<file path="src/rtl/serial_add_sub.sv">
// Bit-serial adder/subtractor: one full-adder cell and a carry flop, LSB first, one bit per clock.
// Subtraction is compiled in only when SERIAL_ADD_SUB_SUB_EN is defined; otherwise op_sub is ignored.
module serial_add_sub #(
  parameter int unsigned WIDTH = 8
) (
  input  logic             sys_clk,
  input  logic             sys_rst_n,
  input  logic             start,
  input  logic             op_sub,
  input  logic [WIDTH-1:0] in_a,
  input  logic [WIDTH-1:0] in_b,
  output logic             busy,
  output logic             done,
  output logic [WIDTH-1:0] sum,
  output logic             cnt,
  output logic             ovf
);

  localparam int unsigned     CW   = $clog2(WIDTH);
  localparam logic [CW-1:0]   LAST = CW'(WIDTH - 1);

  typedef enum logic [1:0] {IDLE, SHIFT, DONE} state_t;

  state_t           state;
  logic [WIDTH-1:0] sh_a;
  logic [WIDTH-1:0] sh_b;
  logic [WIDTH-1:0] acc;
  logic [CW-1:0]    bit_cnt;
  logic             carry;
  logic             bit_b;
  logic             bit_s;
  logic             carry_out;

`ifdef SERIAL_ADD_SUB_SUB_EN
  logic sub_q;
  assign bit_b = sh_b[0] ^ sub_q;
`else
  logic unused_op_sub;
  assign unused_op_sub = op_sub;
  assign bit_b         = sh_b[0];
`endif

  assign bit_s     = sh_a[0] ^ bit_b ^ carry;
  assign carry_out = (sh_a[0] & bit_b) | (sh_a[0] & carry) | (bit_b & carry);

  always_ff @(posedge sys_clk or negedge sys_rst_n) begin
    if (!sys_rst_n) begin
      state   <= IDLE;
      sh_a    <= '0;
      sh_b    <= '0;
      acc     <= '0;
      bit_cnt <= '0;
      carry   <= 1'b0;
      busy    <= 1'b0;
      done    <= 1'b0;
      sum     <= '0;
      cnt     <= 1'b0;
      ovf     <= 1'b0;
`ifdef SERIAL_ADD_SUB_SUB_EN
      sub_q   <= 1'b0;
`endif
    end else begin
      done <= 1'b0;
      case (state)
        IDLE, DONE: begin
          if (start) begin
            sh_a    <= in_a;
            sh_b    <= in_b;
            acc     <= '0;
            bit_cnt <= '0;
            busy    <= 1'b1;
            state   <= SHIFT;
`ifdef SERIAL_ADD_SUB_SUB_EN
            sub_q   <= op_sub;
            carry   <= op_sub;
`else
            carry   <= 1'b0;
`endif
          end else begin
            state <= IDLE;
          end
        end
        SHIFT: begin
          acc     <= {bit_s, acc[WIDTH-1:1]};
          sh_a    <= sh_a >> 1;
          sh_b    <= sh_b >> 1;
          carry   <= carry_out;
          bit_cnt <= bit_cnt + 1'b1;
          // On the MSB, 'carry' is the carry into the MSB, so ovf is carry-in xor carry-out.
          if (bit_cnt == LAST) begin
            state <= DONE;
            busy  <= 1'b0;
            done  <= 1'b1;
            sum   <= {bit_s, acc[WIDTH-1:1]};
            cnt   <= carry_out;
            ovf   <= carry ^ carry_out;
          end
        end
        default: state <= IDLE;
      endcase
    end
  end

endmodule

</file>
<file path="config.mk">
export PLATFORM = sky130hd
export DESIGN_NAME = serial_add_sub
export DESIGN_NICKNAME = d
export VERILOG_FILES = /design/src/rtl/serial_add_sub.sv
export SDC_FILE = /design/constraint.sdc
export NUM_CORES = 1
export LEC_CHECK = 0
export CAP_MARGIN = 20
export CORE_ASPECT_RATIO = 1.5
export CORE_UTILIZATION = 44
export CTS_CLUSTER_SIZE = 20
export DETAILED_ROUTE_END_ITERATION = 10
export PLACE_DENSITY = 0.7
export SYNTH_ARGS = -nofsm -noshare
export SYNTH_HDL_FRONTEND = slang
export SYNTH_SLANG_ARGS = --single-unit
</file>
<file path="constraint.sdc">
create_clock -name sys_clk -period 2.1 [get_ports sys_clk]
set_input_delay 0.42 -clock sys_clk [delete_from_list [all_inputs] [get_ports sys_clk]]
set_output_delay 0.42 -clock sys_clk [all_outputs]
set_load 0.01 [all_outputs]
</file>
==> summary.txt, run 1 <==
Crit path largest cell delay -> 0.55 ns
setup_tns -> 0 ns
Max-Cap Viols -> 0
Worst R2R End -> sum[3]
total grt overflow -> 0
CP Buf/Inv Count -> 1
full die area -> 0.00467 mm^2
Critical Path Sink Type -> primary output
Yosys top cell by area -> dfrtp_1
Starting Density -> 0.459
R2R depth -> 4
Final setup viols -> 0
cell family with most CP delay -> buffers and inverters
I/O Buffers -> 30
total CTS buffers -> 5
clk_lat worst skew -> 0.29 ns
num rows -> 29
part of the cycle the worst path needs -> 0.780
io pins -> 32
die span in y -> 83.2 um
Placed Instances -> 234
Util after Layout -> 0.562
Tot Pwr -> 3.36 mW
Max rail drop VDD -> 0.864 mV
Post-Syn Instances -> 163
H-Tree Depth -> 2
slew margin rel. -> 0.565
Post-CTS Setup Repair Bufs -> 0
PD cells -> 1420 mW/mm^2
Critical-path top delay cell -> clkdlybuf4s50_1
synth unique cells -> 30
unrepaired setup endpoints after global routing -> false
number of flops mapped to enable cells by yosys -> 0
pin count of the biggest net entering global routing -> 42
Tot GR Track Use -> 0.164
worst path required time -> 1.68 ns
Vias -> 1327
Ys Warns -> 0
ys async rst share -> 1.00
Crit Path Max Fanout -> 3
CTS tree -> yes
leading post-synthesis cells by cell area -> dfrtp_1 53%, mux2i_1 6.7%, a211oi_1 4.7%
initial antenna violation count -> 0
hold buffer count at CTS -> 0
RR Startpoint -> bit_cnt[0]
CP cell instances -> clkdlybuf4s50_1
Final min period -> 1.64 ns
setup slack, reg-to-reg -> 0.55 ns
CTS root buffer -> clkbuf_8
Num Clock Sinks -> 41
predominant post-synthesis flop cell -> dfrtp_1
Hold WC Path Type -> input port to asynchronous set/reset pin
Total Wirelength -> 3.44 mm
first-pass GRT wire length -> 6.13 mm
share of post-route cells with drive strength above 1 -> 0.128
die width -> 56.1 um
Final Hold Vio Count -> 0
RD Place Congestion -> 0.743
clock slew seen by the registers of the worst setup and hold paths -> 0.07 ns
Slew Limit Fails -> 0
DRC violations left -> 0
leading cell type by number of instances after synthesis -> dfrtp_1
Vias/cell -> 5.48
TritonRoute pass-1 iters -> 4
Antenna Cells -> 0
post-synthesis sequential area ratio -> 0.531
critical path launch point type -> flop
Slew @ Worst Pin -> 0.651 ns
mean area per synthesized cell -> 11.9 um^2
area grow syn2layout -> 22.5%
post-synth top area share -> 0.531
CORE AREA -> 0.00421 mm^2
dpl hpwl -> 2.38 mm
area of the mapped netlist -> 0.00193 mm^2
Final nets -> 218
CP arrival -> 1.22 ns
Highest Clock Rate -> 0.610 GHz
initial drt markers -> 51
final cell count without fillers -> 242
WL/cell -> 14.2 um
antenna-violating nets left -> 0
Longest Clk Path Bufs -> 2
Fin Clk Skew -> 0.00638 ns
commonest cells in the synthesized netlist -> 41 x dfrtp_1, 13 x a21oi_1, 13 x mux2i_1, 13 x nor2b_1, 12 x a211oi_1
status -> finished clean
Seq cells post-synth -> 41
Post-CTS Resized -> 0
CP Class -> flop to primary output
Lkg Pwr -> 1.03 nW
vias in the first global route -> 1355
Synthesized Nets -> 186
==> cells by family after synthesis <==
logic type,Yosys count,share of synthesized area
simple gates,31,0.0972
flops,41,0.531
buf+inv,17,0.0525
compound gates,46,0.157
xor+xnor,2,0.00907
mux,23,0.130
fa+ha+maj,3,0.0233
==> how the worst max path moves through the flow <==
stage,end,slack [ns],start,cells past startpoint
floorplan,sum[4],0.63,bit_cnt[0],5
global placement,bit_cnt[1],0.38,start,4
detailed placement,sh_a[2],0.35,start,5
CTS,busy,0.46,busy,1
global route,busy,0.44,busy,1
finish,busy,0.46,busy,1
==> flip-flops by register name, indices dropped and copies added, names as in the netlist, 2 cells and up <==
signal / flops
acc: 7
sum: 8
sh_b: 8
state: 2
bit_cnt: 3
sh_a: 8
==> placed cells by master (no fill, tap or decap), drive strengths merged, types with 8 or more instances in the layout <==
cell            n
a211oi         12
a21oi          13
a22o           10
clkdlybuf4s50  29
dfrtp          41
mux2           10
mux2i          13
nor2b          13
o21ai           8
==> final cells by class <==
type	count	area, um^2
Clock buffer	7	86.3
Clock inverter	1	30.0
Fill cell	369	1840
Inverter	6	22.5
Multi-Input combinational cell	105	805
Sequential cell	41	1030
Tap cell	46	57.6
Timing Repair Buffer	36	340
==> routing by layer <==
layer | GRT usage | wire length [um] | vias to the layer above
met5 | 0 | 0 | -
met4 | 0.0466 | 46 | 0
met3 | 0.0358 | 138 | 6
met2 | 0.277 | 1720 | 34
met1 | 0.208 | 1540 | 646
li1 | - | - | 641
==> power by group <==
part / leakage, nW / internal (mW) / switching (mW)
Clock: 0.0585 / 0.388 / 0.261
Combinational: 0.465 / 0.728 / 0.594
Sequential: 0.505 / 1.15 / 0.235
Total: 1.03 / 2.27 / 1.09
==> worst register-to-register path, delay by kind of cell (launching register included) <==
family / cells / cell delay, ns
multiplexers: 1 / 0.36
AND/OR/NAND/NOR: 1 / 0.21
adder cells (fa/ha/maj): 2 / 0.44
flip-flops: 1 / 0.42
==> metrics by stage <==
step                      worst slack (ns)  cell area, um^2  hold WS (ns)
after global routing                 0.443             2370         0.239
after floorplan                      0.635             1930         0.124
after CTS                            0.460             2370         0.211
final                                0.461             2370         0.189
after global placement               0.384             2250         0.461
after detailed placement             0.353             2250         0.473
Note: power is estimated with default switching activity, not from simulation.
==> run 2: changes to the inputs <==
Clock period 2.1 ns to 1.52 ns, I/O delays scaled along.
==> summary.txt, run 2 (synthesized netlist as in run 1, its figures left out) <==
status -> finished clean (unchanged)
Critical Path Sink Type -> primary output (unchanged)
Slew Limit Fails -> 0 (unchanged)
WL/cell -> 14.6 um (was 14.2 um)
CP arrival -> 1.17 ns (was 1.22 ns)
Crit path largest cell delay -> 0.53 ns (was 0.55 ns)
total CTS buffers -> 5 (unchanged)
RR Startpoint -> bit_cnt[1] (was bit_cnt[0])
Final setup viols -> 0 (unchanged)
total grt overflow -> 0 (unchanged)
CORE AREA -> 0.00421 mm^2 (unchanged)
crit path from -> sum[6] (was busy)
Max-Cap Viols -> 0 (unchanged)
Antenna Cells -> 0 (unchanged)
die span in y -> 83.2 um (unchanged)
Tot GR Track Use -> 0.171 (was 0.164)
setup slack, reg-to-reg -> 0.09 ns (was 0.55 ns)
cell family with most CP delay -> buffers and inverters (unchanged)
initial antenna violation count -> 0 (unchanged)
I/O Buffers -> 30 (unchanged)
Final Hold Vio Count -> 0 (unchanged)
most frequent cells in the layout -> 41 x dfrtp_1, 21 x clkdlybuf4s50_1, 13 x mux2i_1, 13 x nor2b_1, 13 x a21oi_1 (was 41 x dfrtp_1, 29 x clkdlybuf4s50_1, 13 x mux2i_1, 13 x nor2b_1, 13 x a21oi_1)
antenna-violating nets left -> 0 (unchanged)
RD Place Congestion -> 0.777 (was 0.743)
Num Clock Sinks -> 41 (unchanged)
Starting Density -> 0.459 (unchanged)
die width -> 56.1 um (unchanged)
WP depth -> 1 (unchanged)
dpl hpwl -> 2.49 mm (was 2.38 mm)
CTS root buffer -> clkbuf_8 (unchanged)
vias in the first global route -> 1355 (unchanged)
first-pass GRT wire length -> 6.17 mm (was 6.13 mm)
clk_lat worst skew -> 0.29 ns (about the same)
H-Tree Depth -> 2 (unchanged)
Hold WC Path Type -> flop to flop (was input port to asynchronous set/reset pin)
CP Buf/Inv Count -> 1 (unchanged)
CP Class -> flop to primary output (unchanged)
Crit Path Max Fanout -> 2 (was 3)
Final nets -> 226 (was 218)
DRC violations left -> 0 (unchanged)
Critical-path top delay cell -> clkdlybuf4s50_1 (unchanged)
Worst R2R End -> bit_cnt[2] (was sum[3])
PD cells -> 1890 mW/mm^2 (was 1420 mW/mm^2)
biggest regs -> sh_a: 8 flops, sh_b: 8 flops, sum: 8 flops (unchanged)
CP cell instances -> clkdlybuf4s50_1 (unchanged)
critical path launch point type -> flop (unchanged)
clock slew seen by the registers of the worst setup and hold paths -> 0.08 ns (was 0.07 ns)
Fin Clk Skew -> 0.00602 ns (was 0.00638 ns)
CTS tree -> yes (unchanged)
Vias/cell -> 5.55 (was 5.48)
Vias -> 1381 (was 1327)
Longest Clk Path Bufs -> 2 (unchanged)
pin count of the biggest net entering global routing -> 42 (unchanged)
initial drt markers -> 39 (was 51)
slew margin rel. -> 0.745 (was 0.565)
full die area -> 0.00467 mm^2 (unchanged)
num rows -> 29 (unchanged)
part of the cycle the worst path needs -> 0.969
Slew @ Worst Pin -> 0.380 ns (was 0.651 ns)
Final min period -> 1.47 ns
Tot Pwr -> 4.66 mW (was 3.36 mW)
Util after Layout -> 0.586 (was 0.562)
commonest non-fill, non-tap cell in the layout -> dfrtp_1 (unchanged)
Max rail drop VDD -> 1.29 mV (was 0.864 mV)
Total Wirelength -> 3.63 mm (was 3.44 mm)
Critical Path Sink -> sum[6] (was busy)
io pins -> 32 (unchanged)
R2R depth -> 4 (unchanged)
TritonRoute pass-1 iters -> 4 (unchanged)
Highest Clock Rate -> 0.679 GHz
share of post-route cells with drive strength above 1 -> 0.163 (was 0.128)
area grow syn2layout -> 27.6% (was 22.5%)
Lkg Pwr -> 1.15 nW (was 1.03 nW)
worst path required time -> 1.22 ns (was 1.68 ns)
## run 2: changes by cell type in the layout (fill, tap and decap cells not counted), moves of 2 or more
cell	change
dlymetal6s2s_1	+7
buf_12	+2
clkdlybuf4s50_1	-8
buf_4	+4
## run 2: cell type report
| class | instances | area (um^2) |
|---|---|---|
| inverters | 6 | 22.5 |
| clock inverters | 2 | 35.0 |
| multi-input cells | 106 | 818 |
| fillers | 371 | 1740 |
| clock buffers | 5 | 68.8 |
| well taps | 46 | 57.6 |
| flip-flops and latches | 41 | 1030 |
| repair buffers | 43 | 437 |
## run 2: worst min-delay path by stage
stage | startpoint | end | slack [ns] | depth (start not counted)
after floorplan | sys_rst_n | acc[1] | 0.008 | 0
after global placement | sys_rst_n | sum[2] | 0.29 | 2
after detailed placement | sys_rst_n | acc[1] | 0.29 | 2
after CTS | ovf | ovf | 0.49 | 2
after global routing | sys_rst_n | sum[2] | 0.53 | 3
final | ovf | ovf | 0.48 | 2
## run 2: metrics by stage
| step | instances | TNS, ns | setup WS, ns | instance area (um^2) | hold WS, ns |
|---|---|---|---|---|---|
| floorplan | 163 | 0 | 0.0548 | 1930 | 0.00841 |
| global placement | 237 | -0.0864 | -0.0260 | 2300 | 0.290 |
| global route | 249 | -0.00240 | -0.00240 | 2460 | 0.526 |
| CTS | 245 | 0 | 0.00160 | 2410 | 0.489 |
| detailed placement | 237 | -0.180 | -0.0452 | 2300 | 0.292 |
| finish | 249 | 0 | 0.0473 | 2460 | 0.480 |
## run 2: routing by layer
metal | up-vias | track usage | routed length (um)
met5 | - | 0 | 0
met4 | 0 | 0.0732 | 67
met3 | 7 | 0.0483 | 147
met2 | 30 | 0.278 | 1860
met1 | 684 | 0.211 | 1550
li1 | 660 | - | -
## run 2: power by group
| group | internal (mW) | leakage (nW) | switching (mW) |
|---|---|---|---|
| sequential | 1.59 | 0.505 | 0.345 |
| combinational | 1.05 | 0.593 | 0.833 |
| clock | 0.477 | 0.0540 | 0.362 |
## run 2: repair_timing
action / CTS / global route
setup endpoints to repair: 1 / 14
buffers inserted: 0 / 3
gates resized for setup: 1 / 8
hold buffers: 1 / 0
hold endpoints to repair: 41 / 0
gates cloned: 0 / 1
==> variant 1, RTL diff (flow settings as in run 2) <==
Build with the macro `SERIAL_ADD_SUB_SUB_EN` defined.
--- a/src/rtl/serial_add_sub.sv
+++ b/src/rtl/serial_add_sub.sv
@@ -1,5 +1,7 @@
 // Bit-serial adder/subtractor: one full-adder cell and a carry flop, LSB first, one bit per clock.
 // Subtraction is compiled in only when SERIAL_ADD_SUB_SUB_EN is defined; otherwise op_sub is ignored.
+`define SERIAL_ADD_SUB_SUB_EN
+
 module serial_add_sub #(
   parameter int unsigned WIDTH = 8
 ) (
Function: changed (a bounded check fails within 10 cycles, from zero or initial values and one cycle with sys_rst_n low).
==> variant 1 against run 2 <==
- the run now ends with design-rule violations left
- critical path depth stayed put
- clock skew is 0.0014 ns lower
- total power rose by 4.5%
- non-clock buffer count rose by 1
- largest cell class unchanged
- sequential cell count increased by 1
- routed wire length decreased by 2.1%
- register-to-register slack worse by 0.04 ns
- cell count fell by 1.2%
- setup slack worse by 0.014 ns
- area after synthesis increased by 2.1%
- combinational power up 7%
- final area is 0.36% higher
- sequential share of layout area grew 0.86 points
- hold slack worse by 0.00070 ns
==> variant 1: results (changes against run 2) <==
Mapped Nets=183 (-1.6%); failing checks=design-rule violations; wire per inst=14.42 um (-0.93%); WHS=0.4795 ns (-0.0006960 ns); drt pass-1 iters=7 (+3); Compound-Gate Fraction of Synth Area=16.68% (+0.94 points); Post-Synth XOR/XNOR Area=0.8878% (-0.019 points); DP Worst Slack=-0.1204 ns (-0.07518 ns); Hold WC Path Type=flop to flop; register area share after synthesis=53.27% (+0.16 points); cell family with most CP delay=buffers and inverters; initial drt markers=24 (-38%); top area cells in the synthesized netlist=dfrtp_1 53%, mux2i_1 6.1%, a22o_1 5.8%; WP data arrival=1.18 ns; worst hold start=sum[7]; Min-Delay Endpoint=sum[7]; RR Startpoint=bit_cnt[0]; Total GRT Usage=16.43% (-0.68 points); outcome=finished with violations; placed cell count=234 (-1.3%); Via density=5.431 (-2.1%); post-synthesis mux area share=13.32% (+0.36 points); vias in the first global route=1327 (-2.1%); Syn Inst Count=160 (-1.8%); Post-DP HPWL=2625 um (+5.5%); post-synthesis cell type count=25 (-17%); Post-Synth Adder-Cell Area=2.283% (-0.049 points); largest net degree at the start of global routing=23 (-45%); port bufs=31 (+3.3%); static leakage=0.001166 uW (+1.2%); first-pass GRT wire length=5975 um (-3.1%); fillers=378 (+1.9%); layout cell share with drive strength beyond 1=18.50% (+2.2 points); DRC viols=4 (+4); global placement routability congestion=0.7133 (-8.1%); Worst IR Drop VDD=1.335 mV (+3.3%); fin nets=222 (-1.8%); final setup skew=0.004658 ns (-0.001367 ns); initial antenna violation count=0 (unchanged); cts bufs inserted=5 (unchanged); FF-to-FF setup slack=0.05 ns (-0.04 ns); Worst path max stage delay=0.55 ns (+0.02 ns); Max transition margin=67.77% (-6.8 points); final cell count without fillers=246 (-1.2%); most frequent cells after synthesis=42 x dfrtp_1, 13 x a21oi_1, 13 x a22o_1
variant 1: changes by cell type after synthesis, moves of 3 or more:
cell	delta
buf_2	-6
a21o_1	+5
nor2b_1	-5
a22o_1	+3
and2b_1	+3
buf_4	+3
buf_6	+3
mux2_2	+3
nand2b_1	-3
variant 1: timing repair:
item,4_1_cts,5_1_grt
resized for setup,2,3
setup buffers,2,1
hold buffers,1,0
endpoints found under the hold margin,20,0
setup endpoints to repair,7,7
variant 1: layer usage:
metal	vias up	track usage, %	share of wire (%)
met5	-	0	0
met4	0	5.455	1.4
met3	5	4.806	4.9
met2	32	29.00	54
met1	650	18.55	40
li1	649	-	-
variant 1: how the worst max path moves through the flow:
stage          startpoint  endpoint  slack [ns]  cells past startpoint
4_1_cts               cnt       cnt        0.02                      1
2_1_floorplan  bit_cnt[0]    sum[3]        0.09                      5
3_5_place_dp        start    acc[7]       -0.12                      5
5_1_grt            sum[4]    sum[4]      0.0007                      1
6_report              cnt       cnt        0.03                      1
3_3_place_gp        start    acc[6]       -0.06                      5
variant 1: stage by stage:
stage | area, um2 | total power [uW]
2_1_floorplan | 1973 | 3381
3_3_place_gp | 2318 | 3910
3_5_place_dp | 2318 | 4037
4_1_cts | 2459 | 4944
5_1_grt | 2474 | 5246
6_report | 2474 | 4873
variant 1: power breakdown:
group	internal (uW)	leakage, uW	switching (uW)	total (uW)
sequential	1620	0.000524	355	1980
clock	488	0.0000504	386	874
combinational	1150	0.000592	873	2020
total	3260	0.00117	1610	4870
variant 1: cell families (layout without fill, tap and decap cells):
group / after synthesis / in the layout
AO/OA/AOI/OAI: 48 / 48
XOR/XNOR: 2 / 2
adder cells (fa/ha/maj): 3 / 3
flip-flops: 42 / 42
buffers and inverters: 18 / 58
multiplexers: 24 / 24
AND/OR/NAND/NOR: 23 / 23
variant 1: final cells by class:
class | instances | area [um2] | share of cell area (%)
tap | 46 | 57.56 | 2.327
sequential | 42 | 1051 | 42.49
clock inverter | 3 | 45.04 | 1.821
timing repair buffer | 44 | 424.2 | 17.15
clock buffer | 5 | 68.82 | 2.782
inverter | 6 | 22.52 | 0.9105
multi-input combinational | 100 | 804.5 | 32.52
==> variant 2, RTL diff (settings of run 2) <==
Made on the original files. Register the inputs `start`, `in_a` and `in_b` before use. The logic sees them one clock later. The other inputs are not delayed to match.
--- a/src/rtl/serial_add_sub.sv
+++ b/src/rtl/serial_add_sub.sv
@@ -20,6 +20,16 @@
   localparam logic [CW-1:0]   LAST = CW'(WIDTH - 1);
 
   typedef enum logic [1:0] {IDLE, SHIFT, DONE} state_t;
+
+  logic start_q;
+  logic [WIDTH-1:0] in_a_q;
+  logic [WIDTH-1:0] in_b_q;
+
+  always_ff @(posedge sys_clk) begin
+    start_q <= start;
+    in_a_q  <= in_a;
+    in_b_q  <= in_b;
+  end
 
   state_t           state;
   logic [WIDTH-1:0] sh_a;
@@ -63,9 +73,9 @@
       done <= 1'b0;
       case (state)
         IDLE, DONE: begin
-          if (start) begin
-            sh_a    <= in_a;
-            sh_b    <= in_b;
+          if (start_q) begin
+            sh_a    <= in_a_q;
+            sh_b    <= in_b_q;
             acc     <= '0;
             bit_cnt <= '0;
             busy    <= 1'b1;
Formal check against the unedited RTL: not equivalent (Yosys sat finds a counterexample within 4 cycles, from zero or initial values and one cycle with sys_rst_n low).
==> variant 2 against run 2 <==
- setup slack better by 0.051 ns
- area after synthesis up 18%
- total power up 18%
- largest power group unchanged
- global-route usage down 0.22 points
- final area up 17%
- routed wire length up 6.9%
- largest cell class unchanged
- critical path type is now flop to flop
- sequential cell count up 17
==> variant 2: results (changes against run 2) <==
outcome=completed; Post-Route WL=3874 um (+6.9%); clock-cell share of area=6.982% (+2.8 points); Seq cells post-synth=58 (+41%); ys async rst share=70.69% (-29 points); fillers=422 (+14%); Via density=5.007 (-9.7%); Worst path max stage delay=0.39 ns (-0.14 ns); post-synthesis cell type count=31 (+3.3%); # resized after CTS=9 (+8); Mapped Nets=203 (+9.1%); WP data arrival=1.64 ns (+0.47 ns); register area share after synthesis=60.13% (+7.0 points); final setup skew=0.006454 ns (+0.0004291 ns); layout cell share with drive strength beyond 1=16.81% (+0.56 points); largest net degree at the start of global routing=39 (-7.1%); fin nets=244 (+8.0%); initial drt markers=31 (-21%); met2 usage=24.82% (-3.0 points); M3 GR Usage=4.748% (-0.080 points); Slew @ Worst Pin=0.6233 ns (+0.2428 ns); Worst IR Drop VDD=1.050 mV (-19%); multi-input combinational area share=28.36% (-4.8 points); Layout non-clock buf frac=13.66% (-4.1 points); Critical Path Fanout Max=6 (+4); global placement routability congestion=0.7099 (-8.6%); Post-DP HPWL=2469 um (-0.80%); slowest cell on the critical path=dfrtp_1; cts bufs inserted=9 (+4); vias in the first global route=1451 (+7.1%)
[variant 2: cell types whose count changed in the layout (fill, tap and decap cells not counted)]
cell / change
clkbuf_8: +9
dlymetal6s2s_1: -4
clkdlybuf4s50_1: -4
dlygate4sd2_1: +8
dfxtp_1: +17
bufinv_16: -1
clkbuf_1: +1
buf_4: -3
[variant 2: power breakdown]
group	total, uW	switching (uW)	internal, uW
registers	2380	328	2050
logic	1770	820	946
clock network	1360	547	812
total	5500	1700	3810
[variant 2: stage by stage]
step | area [um2] | cells | power [uW] | setup slack, ns
final | 2885 | 292 | 5503 | 0.09796
after global placement | 2656 | 273 | 4163 | 0.04834
after floorplan | 2272 | 180 | 3624 | 0.05481
after global routing | 2885 | 292 | 5938 | -0.03084
after CTS | 2856 | 290 | 5560 | 0.0003971
after detailed placement | 2656 | 273 | 4247 | 0.02657
[variant 2: cell families after synthesis]
group	count (synthesis)	share of synthesized area, %
multiplexers	23	11.01
XOR/XNOR	2	0.7711
AND/OR/NAND/NOR	31	8.260
flip-flops	58	60.13
buffers and inverters	17	4.460
adder cells (fa/ha/maj)	3	1.982
AO/OA/AOI/OAI	46	13.38
[variant 2: worst paths after layout]
path | start | to | slack, ns | depth (start not counted)
min in group asynchronous | sys_rst_n | sh_a[3] | 0.43 | 2
min | in_a[2] | in_a_q[2] | 0.41 | 1
max | bit_cnt[1] | sum[6] | 0.1 | 4
min reg2reg | in_b_q[7] | sh_b[7] | 0.46 | 1
max reg2reg | bit_cnt[1] | sum[6] | 0.1 | 4
max in group asynchronous | sys_rst_n | sum[5] | 0.62 | 3
